--- src/rtl/transmission8_pkg.sv ---
`default_nettype none
// ---------------------------------------------------------------------------
// transmission8_pkg : shared state encoding and channel count
// Rev 1.0
// ---------------------------------------------------------------------------
package transmission8_pkg;
  localparam int CHANNELS = 8;
  localparam int CH_W     = $clog2(CHANNELS);

  typedef enum logic [1:0] {
    IDLE = 2'd0,
    SCAN = 2'd1,
    DONE = 2'd2
  } state_e;
endpackage
`default_nettype wire

--- src/rtl/dwell_timer.sv ---
`default_nettype none
// ---------------------------------------------------------------------------
// dwell_timer : 8-bit dwell counter, terminal count at DWELL-1
// Rev 1.0
// ---------------------------------------------------------------------------
module dwell_timer #(
  parameter int DWELL = 4
) (
  input  logic clk,
  input  logic rst_n,
  input  logic clr_i,
  input  logic en_i,
  output logic tc_o
);
  localparam logic [7:0] TC_VAL = 8'(DWELL - 1);

  logic [7:0] cnt_q;

  assign tc_o = (cnt_q == TC_VAL);

  always_ff @(posedge clk or negedge rst_n) begin
    if (!rst_n) begin
      cnt_q <= 8'h00;
    end else if (clr_i) begin
      cnt_q <= 8'h00;
    end else if (en_i) begin
      cnt_q <= tc_o ? 8'h00 : cnt_q + 8'h01;
    end
  end
endmodule
`default_nettype wire

--- src/rtl/transmission8_scan.sv ---
`default_nettype none
// ---------------------------------------------------------------------------
// transmission8_scan : walks an 8-way channel select across a captured frame
// Rev 1.0
// ---------------------------------------------------------------------------
module transmission8_scan
  import transmission8_pkg::*;
#(
  parameter int DWELL = 4
) (
  input  logic       clk,
  input  logic       rst_n,
  input  logic       iStart,
  input  logic [7:0] iData,
  input  logic       iHold,
  input  logic       iAbort,
  output logic [7:0] oData,
  output logic       oA,
  output logic       oB,
  output logic       oC,
  output logic       oBusy,
  output logic       oDone,
  output logic [7:0] oFrames
);
  localparam logic [CH_W-1:0] LAST_CH = CH_W'(CHANNELS - 1);

  state_e          state_q;
  logic [CH_W-1:0] chan_q;
  logic [7:0]      data_q;
  logic [7:0]      frames_q;
  logic            busy_q;
  logic            done_q;
  logic            dwell_tc;

  // Counter is held at zero outside SCAN so every scan starts on a fresh dwell.
  dwell_timer #(.DWELL(DWELL)) u_dwell (
    .clk   (clk),
    .rst_n (rst_n),
    .clr_i ((state_q != SCAN) || iAbort),
    .en_i  ((state_q == SCAN) && !iHold),
    .tc_o  (dwell_tc)
  );

  always_ff @(posedge clk or negedge rst_n) begin
    if (!rst_n) begin
      state_q  <= IDLE;
      chan_q   <= '0;
      data_q   <= 8'h00;
      frames_q <= 8'h00;
      busy_q   <= 1'b0;
      done_q   <= 1'b0;
    end else begin
      case (state_q)
        IDLE: begin
          if (iStart && !iAbort) begin
            data_q  <= iData;
            chan_q  <= '0;
            busy_q  <= 1'b1;
            state_q <= SCAN;
          end
        end
        SCAN: begin
          if (iAbort) begin
            chan_q  <= '0;
            busy_q  <= 1'b0;
            state_q <= IDLE;
          end else if (!iHold && dwell_tc) begin
            if (chan_q == LAST_CH) begin
              done_q  <= 1'b1;
              state_q <= DONE;
            end else begin
              chan_q <= chan_q + 1'b1;
            end
          end
        end
        DONE: begin
          // An abort landing on the DONE cycle discards the frame credit.
          if (!iAbort) begin
            frames_q <= frames_q + 8'h01;
          end
          done_q  <= 1'b0;
          busy_q  <= 1'b0;
          chan_q  <= '0;
          state_q <= IDLE;
        end
        default: begin
          done_q  <= 1'b0;
          busy_q  <= 1'b0;
          chan_q  <= '0;
          state_q <= IDLE;
        end
      endcase
    end
  end

  assign oData   = data_q;
  assign oA      = chan_q[2];
  assign oB      = chan_q[1];
  assign oC      = chan_q[0];
  assign oBusy   = busy_q;
  assign oDone   = done_q;
  assign oFrames = frames_q;
endmodule
`default_nettype wire

--- config.mk ---
export PLATFORM = sky130hd
export DESIGN_NAME = transmission8_scan
export DESIGN_NICKNAME = d
export VERILOG_FILES = /design/src/rtl/transmission8_pkg.sv /design/src/rtl/dwell_timer.sv /design/src/rtl/transmission8_scan.sv
export SDC_FILE = /design/constraint.sdc
export NUM_CORES = 1
export LEC_CHECK = 0
export CORE_AREA = 2 2 42 83
export DETAILED_ROUTE_END_ITERATION = 10
export DIE_AREA = 0 0 44 85
export HOLD_SLACK_MARGIN = 0.1
export PLACE_DENSITY_LB_ADDON = 0.1
export SYNTH_ARGS = -nofsm -noshare
export SYNTH_HDL_FRONTEND = slang
export SYNTH_SLANG_ARGS = --single-unit
--- constraint.sdc ---
create_clock -name clk -period 2.46 [get_ports clk]
set_clock_uncertainty 0.1 [all_clocks]
set_input_delay 0.246 -clock clk [delete_from_list [all_inputs] [get_ports clk]]
set_output_delay 0.246 -clock clk [all_outputs]
set_load 0.01 [all_outputs]
==> results.md <==
- Post-synth ARST share: 1.00
- CP Launch Type: flip-flop
- RSZ-0062 raised after global routing: false
- Place WS: roughly 460 ps
- Post-synth top flop: dfrtp_1
- Vias/cell: between 5 and 6
- Cts bufs inserted: 5
- Clock Sinks: 31
- Synth Register Bits: 31
- Synth area leaders: dfrtp_1 55%, mux2_2 7.2%, xnor2_1 4.3%
- Dpl cell area: 1810 um^2
- Commonest cells post-synth: 31 x dfrtp_1, 9 x mux2_2, 8 x nor2_1, 7 x nand2_1, 7 x xnor2_1
- Setup violators final: 0
- I/O pins: 34
- Setup ws final: 492 ps
- Synthesized cell area: 1410 um^2
- Synth cell types: 34
- Reg-to-Reg Start: u_dwell.cnt_q[0]$_DFFE_PN0P_
- CP max FO: 4
- Post-DR wirelength/cell: about 16 um
- Status: finished clean
- Final worst path period share: 0.800
- Cell taking the most area after synthesis: dfrtp_1
- Vias in the first global route: around 1.2k
- FILL cells: 290
- H-tree levels: 2
- R2R Setup Slk: between 400 and 500 ps
- Power Density: 593 nW/um^2
- Fin nets: 176
- Largest net degree at the start of global routing: 32
- Max Fclk: 0.508 GHz
- Syn. warnings: 0
- CTS tree: done
- Die Y: 85 um
- R2R depth: 5
- Hold Worst Slack: 252 ps
- Setup TNS: 0 ps
- Pre-Repair DR Iteration Count: 2
- Critical Path Source: u_dwell.cnt_q[0]$_DFFE_PN0P_
- CTS Buffer Depth: 2
- Cells after Synth: between 100 and 150
- Routed via count: around 1.0k
- Cell with the most instances after synthesis: dfrtp_1
- Row cnt: 29
- Initial antenna violation count: 0
- WP data arrival: 2040 ps
- Post-CTS setup buffer count: 0
- Share of layout cells above drive strength 1: 0.163
- Post-CTS resize count: 0
- MaxCap Viol Count: 0
- Post-route ant nets: 0
- Max VDD drop: 0.515 mV
- Max-slew violations: 0
- Die Span X: around 44 um
- Minimum clock period: 1970 ps
- Core area: 3120 um^2
- Initial drt markers: 9
- Seq/Total Area, Yosys: 0.550
- Remaining Overflow, GRT: 0
- Worst slew pin tran: 381 ps
- PortBufs: 33
- Routability cong.: a little over 0.8
- LEAKAGE: 0.857 nW
- Slew HR: 0.744
- Clock-pin slew on the worst setup and hold paths: 60 ps
- Worst setup EP type: flip-flop
- CP required: 2530 ps
- Post-route DRC violation count: 0
- Final Hold Viols: 0
- Die ar.: about 3700 um^2
- Crit path to: chan_q[2]$_DFFE_PN0P_
- Share of the synthesized area in the top cell type: 0.550
- Area growth syn-to-layout: 34.3%
- Root Buffer: clkbuf_8
- Worst r2r dst: chan_q[2]$_DFFE_PN0P_
- Design Area, Final: approximately 1900 um^2
- GRT Total Usage: 0.196
- Clk Latency, worst-skew pair: approximately 280 ps
- Post-Syn Area per Cell: 12.3 um^2
- Initial core utilization: 0.452
- Cts-stage hold buffer count: 0
- Post-DP HPWL: 2.33 mm
- Post-Route WL: 3.03 mm
- ANT cells: 0
- Post-synth EDFFs: 0
- Hold crit path type: input port to async pin
- Syn_nets: 132
- Crit Path Category: flip-flop to flip-flop
- First-pass GRT wire length: 5.35 mm
==> metal layers <==
metal  vias up  track usage  wire, um
met4         0       0.0909        72
met5         -            0         0
met1       516        0.205      1120
li1        501            -         -
met2        22        0.348      1740
met3         7       0.0489        99
==> kinds of logic after synthesis <==
family          count (synthesis)  share of synthesized area
compound gates                 15                     0.0772
xor+xnor                       12                     0.0745
flops                          31                      0.550
simple gates                   40                      0.179
fa+ha+maj                       4                     0.0355
mux                             9                     0.0719
buf+inv                         4                     0.0115
==> registers in the layout, summed over array words and instances, names as in the netlist <==
| name | count |
|---|---|
| chan_q | 3 |
| oBusy | 1 |
| state_q | 2 |
| oFrames | 8 |
| oDone | 1 |
| oData | 8 |
| u_dwell.cnt_q | 8 |
==> cells in the final DEF (no fill, tap or decap), drive strengths merged, types with 2 or more instances in the layout <==
cell	n
mux2	9
inv	3
clkdlybuf4s50	33
a21o	3
xor2	5
nor2	8
nor3b	4
o21ai	5
nor3	3
nand4	3
ha	4
nand2	7
xnor2	7
nand3	4
clkbuf	7
buf	5
dfrtp	31
a32o	2
or3	3
==> metrics by stage <==
| stage | utilization | total power, mW | cells |
|---|---|---|---|
| final | 0.607 | 1.12 | 191 |
| after global routing | 0.607 | 1.17 | 191 |
| after CTS | 0.607 | 1.14 | 191 |
| after detailed placement | 0.581 | 0.757 | 183 |
| after global placement | 0.581 | 0.750 | 183 |
| after floorplan | - | 0.640 | 115 |
==> cell type report <==
type / count / area [um^2] / share of cell area
clock buffers: 7 / 76.3 / 0.0403
inverters: 3 / 11.3 / 0.00595
well taps: 31 / 38.8 / 0.0205
repair buffers: 38 / 368 / 0.194
multi-input cells: 80 / 618 / 0.327
clock inverters: 1 / 5.00 / 0.00264
flip-flops and latches: 31 / 776 / 0.410
==> worst min path at each step <==
stage / end / slack, ps / cells after the start
4_1_cts: u_dwell.cnt_q[1]$_DFFE_PN0P_ / 270 / 2
5_1_grt: u_dwell.cnt_q[1]$_DFFE_PN0P_ / 290 / 2
2_1_floorplan: chan_q[0]$_DFFE_PN0P_ / -150 / 0
3_3_place_gp: oBusy$_DFFE_PN0P_ / 360 / 1
3_5_place_dp: oFrames[7]$_DFFE_PN0P_ / 370 / 1
6_report: u_dwell.cnt_q[1]$_DFFE_PN0P_ / 250 / 2
==> power breakdown <==
part / switching [mW] / leakage, nW / internal [mW] / total (mW)
Sequential: 0.0207 / 0.407 / 0.544 / 0.565
Clock: 0.182 / 0.0422 / 0.198 / 0.380
Combinational: 0.0697 / 0.408 / 0.108 / 0.178
Total: 0.273 / 0.857 / 0.851 / 1.12
==> critical path, stage by stage, from the launching register on <==
cell and delay, ps:
dfrtp_1 410, ha_1 260, or4b_4 540, nor3_4 250
o21ai_2 90, a32o_1 200
Note: power is estimated with default switching activity, not from simulation.
